File: src/rtl/program_memory_loader.sv
// program_memory_loader: run-time loadable instruction memory with a registered fetch port
// Ports:
//   clk, rst                  clock and synchronous active-high reset
//   fetch_en, fetch_addr      fetch request (honoured only while idle)
//   instr_out, instr_valid    registered fetch result, one cycle after the request
//   load_start                begins a new program download (idle only)
//   load_byte/valid/last      byte stream, MSB-first within each instruction word
//   load_ready, load_busy     loader is accepting bytes
//   load_done                 one-cycle pulse when a download finishes
//   load_err                  sticky: last download ended on a partial word
//   load_count                words written by the current/last download
module program_memory_loader #(
    parameter int ADDR_WIDTH  = 6,
    parameter int INSTR_WIDTH = 16
) (
    input  logic                   clk,
    input  logic                   rst,
    input  logic                   fetch_en,
    input  logic [ADDR_WIDTH-1:0]  fetch_addr,
    output logic [INSTR_WIDTH-1:0] instr_out,
    output logic                   instr_valid,
    input  logic                   load_start,
    input  logic [7:0]             load_byte,
    input  logic                   load_valid,
    input  logic                   load_last,
    output logic                   load_ready,
    output logic                   load_busy,
    output logic                   load_done,
    output logic                   load_err,
    output logic [ADDR_WIDTH:0]    load_count
);
    localparam int SIZE = 2 ** ADDR_WIDTH;
    localparam int BPI  = INSTR_WIDTH / 8;
    localparam int IDXW = BPI > 1 ? $clog2(BPI) : 1;
    localparam int CW   = ADDR_WIDTH + 1;

    typedef enum logic [1:0] {IDLE, LOAD, DONE} state_t;

    state_t                 state, state_next;
    logic [INSTR_WIDTH-1:0] mem [SIZE] = '{default: '0};
    logic [INSTR_WIDTH-1:0] asm_word, word;
    logic [IDXW-1:0]        idx;
    logic [ADDR_WIDTH-1:0]  wr_ptr;
    logic                   accept, word_end, word_wr, finish, fetch_go, begin_load;

    assign accept     = load_valid && state == LOAD;
    assign word_end   = idx == IDXW'(BPI - 1);
    assign word_wr    = accept && word_end;
    // The word written at the top address fills the memory, so the load ends there.
    assign finish     = accept && (load_last || (word_end && &wr_ptr));
    assign fetch_go   = fetch_en && state == IDLE;
    assign begin_load = load_start && state == IDLE;
    // Older bytes shift towards the MSB; bytes beyond one word fall off the top.
    assign word       = (asm_word << 8) | INSTR_WIDTH'(load_byte);

    always_ff @(posedge clk) begin
        if (rst) state <= IDLE;
        else     state <= state_next;
    end

    always_comb begin
        state_next = state;
        case (state)
            IDLE:    state_next = load_start ? LOAD : IDLE;
            LOAD:    state_next = finish ? DONE : LOAD;
            default: state_next = IDLE;
        endcase
    end

    always_comb begin
        load_ready = state == LOAD;
        load_busy  = state == LOAD;
        load_done  = state == DONE;
    end

    always_ff @(posedge clk) begin
        if (rst) begin
            instr_out   <= '0;
            instr_valid <= 1'b0;
            asm_word    <= '0;
            idx         <= '0;
            wr_ptr      <= '0;
            load_count  <= '0;
            load_err    <= 1'b0;
        end else begin
            instr_valid <= fetch_go;
            if (fetch_go) instr_out <= mem[fetch_addr];
            if (begin_load) begin
                asm_word   <= '0;
                idx        <= '0;
                wr_ptr     <= '0;
                load_count <= '0;
                load_err   <= 1'b0;
            end else if (accept) begin
                asm_word <= word;
                idx      <= word_end ? '0 : idx + IDXW'(1);
                if (word_end) begin
                    wr_ptr     <= wr_ptr + ADDR_WIDTH'(1);
                    load_count <= load_count + CW'(1);
                end
                if (load_last && !word_end) load_err <= 1'b1;
            end
        end
    end

    // Memory contents survive reset so an aborted load keeps what it already wrote.
    always_ff @(posedge clk) begin
        if (word_wr) mem[wr_ptr] <= word;
    end
endmodule

File: config.mk
export PLATFORM = sky130hd
export DESIGN_NAME = program_memory_loader
export DESIGN_NICKNAME = d
export VERILOG_FILES = /design/src/rtl/program_memory_loader.sv
export SDC_FILE = /design/constraint.sdc
export NUM_CORES = 1
export LEC_CHECK = 0
export CAP_MARGIN = 20
export CELL_PAD_IN_SITES_DETAIL_PLACEMENT = 1
export CELL_PAD_IN_SITES_GLOBAL_PLACEMENT = 2
export CORE_ASPECT_RATIO = 1.2
export CORE_MARGIN = 2
export CORE_UTILIZATION = 45
export DETAILED_ROUTE_END_ITERATION = 10
export PLACE_DENSITY = 0.78
export SYNTH_ARGS = -nofsm -noshare
export SYNTH_HDL_FRONTEND = slang
export SYNTH_SLANG_ARGS = --single-unit
File: constraint.sdc
create_clock -name clk -period 2.32 [get_ports clk]
set_input_delay 0.348 -clock clk [delete_from_list [all_inputs] [get_ports clk]]
set_output_delay 0.348 -clock clk [all_outputs]
set_load 0.02 [all_outputs]
---- Yosys cells after proc, flatten, opt, wreduce, memory -nomap -nowiden ----
Memories as Yosys holds them, arrays and structs flattened. A register that Yosys moved wholly into a read port is not among the register bits.
Index checks and enable logic that the tools add are counted.
storage, ports and cells
  bits in registers ....................... 26
  bits in writable memories ............... 1024
  input bits .............................. 20
  memories kept ........................... 1
  output and inout bits ................... 28
  logic and storage cells ................. 34
cells by class
  add/sub/neg operators ................... 3
  reductions and logical operators ........ 14
  bitwise gates (word level) .............. 1
  multiplexer cells ....................... 6
  eq/ne operators ......................... 2
memory list
  memory  depth  width  read ports  clocked after Yosys merged registers in  wr ports  line  source
  mem     64     16     1           1                                        1         40    logic [INSTR_WIDTH-1:0] mem [SIZE] = '{default: '0};
operator list
  kind                                                 count
  bitwise OR 16 x 8 -> 16 bit                          1
  adder 7 x 1 -> 7 bit, second input constant          1
  logical AND 1 bit                                    7
  adder 6 x 1 -> 6 bit, second input constant          1
  AND reduction 6 bit                                  1
  2-to-1 mux 1 bit                                     4
  one-hot mux 2 bit (2 select lines)                   1
  AND reduction 2 bit                                  2
  equality test 2 x 1 -> 1 bit, second input constant  1
  equality test 2 bit, second input constant           1
  zero test 2 bit                                      1
  2-to-1 mux 2 bit                                     1
  OR reduction 2 bit                                   1
  adder 1 bit, second input constant                   1
  zero test 1 bit                                      1
  logical OR 1 bit                                     1

---- Logic depth before layout (Yosys ltp) ----
  depth in word-level cells ............... 6
  mapped depth ............................ 9
  mapped depth without buffers ............ 6

---- Least setup slack after synthesis ----
Ideal clock, no wire load.
  path kind ............................... reg-to-reg
  start ................................... register state[0]
  end ..................................... memory mem[63][0], enable pin
  data required time ...................... 1931 ps
  data arrival time ....................... 1999 ps
  cell stages (with the launch flop) ...... 7
  period minus slack after synthesis ...... 2387 ps
  slack ................................... -67 ps
  path buffers ............................ 2
  cell sequence ........................... dfxtp_1 > and4b_1 > buf_2 > and2_1 > nand3_1 > clkbuf_1 > nor2_1
between the ends
  longest elaborated chain between the ends .. 5
ends and longest elaborated chain
  element                                 line  source
  start: declaration                      39    state_t state, state_next;
  start signal: assignment                58    else state <= state_next;
  equality test 2 x 1 -> 1 bit            46    assign accept = load_valid && state == LOAD;
  logical AND 1 bit                       46
  logical AND 1 bit                       48    assign word_wr = accept && word_end;
  2-to-1 mux 1 bit                        108   if (word_wr) mem[wr_ptr] <= word;
  2-to-1 mux 1 bit (not written as such)  108
  end: declaration                        40
No other way between the ends.

==> reports/qor.yml <==
cts:
  path_clk_slew_ps: 60
  clk_latency_ps: 680
  ctsRootBufferMaster: "clkbuf_16"
  clock-sinks: 1066
  cts_tree: "yes"
  clk_path_buf_depth: 3
  cts_made_buffers: 103
  cts_setup_buffers: 0
  htree_num_levels: 3
  postCtsHoldBufs: 0
placed_design:
  port_buffers: 47
  dpl_cell_area_mm2: 0.0456
  hpwl_um: 68500
  globalplace.congestion: 0.835
drt:
  vias: 21100
  post_drt_wl_per_cell_um: 30.2
  dr.pass1.iters: 5
  vias_per_cell: 5.94
  drt_iter0_drc: 2115
  drc_errors: 0
  antenna_left: 0
  wl_um: 108000
die:
  fp-row-count: 120
  ios: 48
  fp.dieW_um: 279
  start_util: 0.456
  die_area_mm2: 0.0930
  coreArea_mm2: 0.0895
  die_h_um: 334
finish:
  syn2layout_area_growth_pct: 20.1
  drive_above_1_share: 0.323
  post-route-util: 0.547
  num_antenna_cells: 0
  stdcell_area_mm2: 0.0490
  final_common_cell: "edfxtp_1"
  layout_common_cells: "1024 x edfxtp_1, 192 x mux4_2, 158 x buf_4, 128 x mux2_2, 112 x buf_12"
  nNetsFinal: 2342
synth:
  synth_nets: 2032
  yosysSeqAreaShare: 0.775
  yosysWarnings: 0
  ys.flop_type: "edfxtp_1"
  avgSynthCellArea_um2: 20.3
  synth_compound_area_frac: 0.0354
  synthXorXnorAreaFrac: 0.00193
  ys_ff_latch: 1066
  syn_area_mm2: 0.0408
  yosys-mux-area-fraction: 0.145
  async_flop_share: 0
  synth-simple-area-share: 0.0260
  ys_types: 43
  synthCells: 2010
  synthAdderAreaFrac: 0.000614
  synth-edff-count: 1024
  synth_top_family_by_area: "multiplexers"
  yosys-top-cells-area: "edfxtp_1 75%, mux4_2 11%, mux2_2 3.5%, dfxtp_1 2.1%, o22ai_1 1.2%"
  synth_top_cell_by_area: "edfxtp_1"
  netlist.area_leader.share: 0.754
global_routing:
  overflow: 0
  grt_pass1_vias: 22700
  grt_pass1_wl_um: 158000
  antenna_found_initial: 3
  grt_max_degree: 66
  track_usage: 0.235
sta:
  rsz0062_at_grt: "no"
  worst_pin_slew_ps: 804
  holdWs_ps: 94.8
  fmaxAchievable_ghz: 0.433
  max_slew_margin: 0.464
  slew_violations: 0
  final_hold_viol_count: 0
  finalCritPeriodShare: 0.996
  setup_viol: 0
  clock_skew_ps: 42.2
  finalCriticalPeriod_ps: 2310
hold_path:
  min-delay-start: "load_byte[1]"
  min_path_type: "in2reg"
outcome:
  status: "finished clean"
critical_path:
  cp-startpoint: "fetch_addr[1]"
  crit_type: "in2reg"
  cp_max_fo: 9
  r2r_start: "mem[15][3]"
  worstPathRequired_ps: 2840
  cp-start-kind: "input pin"
  end_kind: "flip-flop"
  arrival_ps: 2830
power_and_ir_drop:
  leakage_nw: 15.3
  ir_drop_uv: 536
  powerDensity_mw_per_mm2: 809
run:
  drv_cap: 0
[synthesized netlist by cell type (4+ instances only)]
master / instances
o21ai_0: 4
inv_1: 33
buf_1: 25
buf_2: 24
or3_1: 4
a2111oi_0: 15
nor2_1: 99
nor3_1: 31
a22oi_1: 62
nor2b_1: 7
mux2i_1: 16
o22ai_1: 80
buf_4: 5
o31ai_1: 15
xor2_1: 7
dfxtp_1: 42
nand3_1: 9
buf_6: 6
mux4_2: 192
clkbuf_1: 52
edfxtp_1: 1024
nand2_1: 67
a21oi_1: 30
mux2_2: 128
[cells by family (layout without fill, tap and decap cells)]
| logic type | after synthesis | count (layout) |
|---|---|---|
| buf+inv | 145 | 538 |
| xor+xnor | 9 | 9 |
| simple gates | 239 | 239 |
| compound gates | 213 | 213 |
| mux | 336 | 336 |
| flops | 1066 | 1066 |
| fa+ha+maj | 2 | 2 |
[final timing paths]
| path | end | slack [ps] | cells after the start |
|---|---|---|---|
| max | instr_out[8] | 10 | 9 |
| min | mem[42][1] | 90 | 1 |
| max reg2reg | instr_out[3] | 80 | 5 |
| min reg2reg | load_err | 490 | 2 |
[worst max-delay path: stages]
cell and delay, ps:
clkdlybuf4s50_1 460, buf_12 180, buf_4 150, and3b_1 300, buf_4 250, a22oi_1 370
nand2_1 220, o31ai_4 410, nand2_1 130
[stage by stage]
stage | power (mW) | worst slack, ps | instances | TNS, ps
5_1_grt | 40.6 | 11.2 | 3562 | 0
3_3_place_gp | 23.3 | -877 | 3374 | -21160
6_report | 39.6 | 9.58 | 3562 | 0
2_1_floorplan | 22.3 | -67.2 | 2010 | -8600
3_5_place_dp | 23.3 | -926 | 3374 | -40630
4_1_cts | 39.9 | 4.89 | 3562 | 0
[layout make-up]
cell class / instances / area [µm²]
Clock inverter: 54 / 499
Multi-Input combinational cell: 799 / 8600
Timing Repair Buffer: 317 / 3860
Clock buffer: 134 / 2840
Tap cell: 1159 / 1450
Sequential cell: 1066 / 31600
Fill cell: 7803 / 40500
Inverter: 33 / 124
[metal layers]
| layer | part of all wire | global-route usage | routed length (µm) | vias up |
|---|---|---|---|---|
| met4 | 0.041 | 0.0981 | 4400 | 2 |
| met5 | 0.00012 | 0 | 13 | - |
| met2 | 0.50 | 0.392 | 54300 | 809 |
| met1 | 0.39 | 0.310 | 42200 | 11300 |
| li1 | - | - | - | 8872 |
| met3 | 0.063 | 0.0356 | 6790 | 204 |
[registers in the layout, indices dropped and copies added (netlist names)]
| name | cells |
|---|---|
| mem | 1024 |
| instr_out | 16 |
| asm_word | 8 |
| load_count | 7 |
| wr_ptr | 6 |
| state | 2 |
| idx | 1 |
| instr_valid | 1 |
| load_err | 1 |
[what timing repair did]
item	4_1_cts	5_1_grt
gates resized for setup	9	7
cloned	0	0
endpoints found under the setup margin	9	6
pin swaps	0	0
[power by group]
group / total, mW / switching [mW] / internal, mW / leakage, nW
clock: 16.7 / 7.07 / 9.60 / 1.65
combinational: 1.84 / 1.04 / 0.799 / 4.69
sequential: 21.1 / 0.0849 / 21.0 / 8.91
total: 39.6 / 8.20 / 31.4 / 15.3
Note: power is estimated with default switching activity, not from simulation.
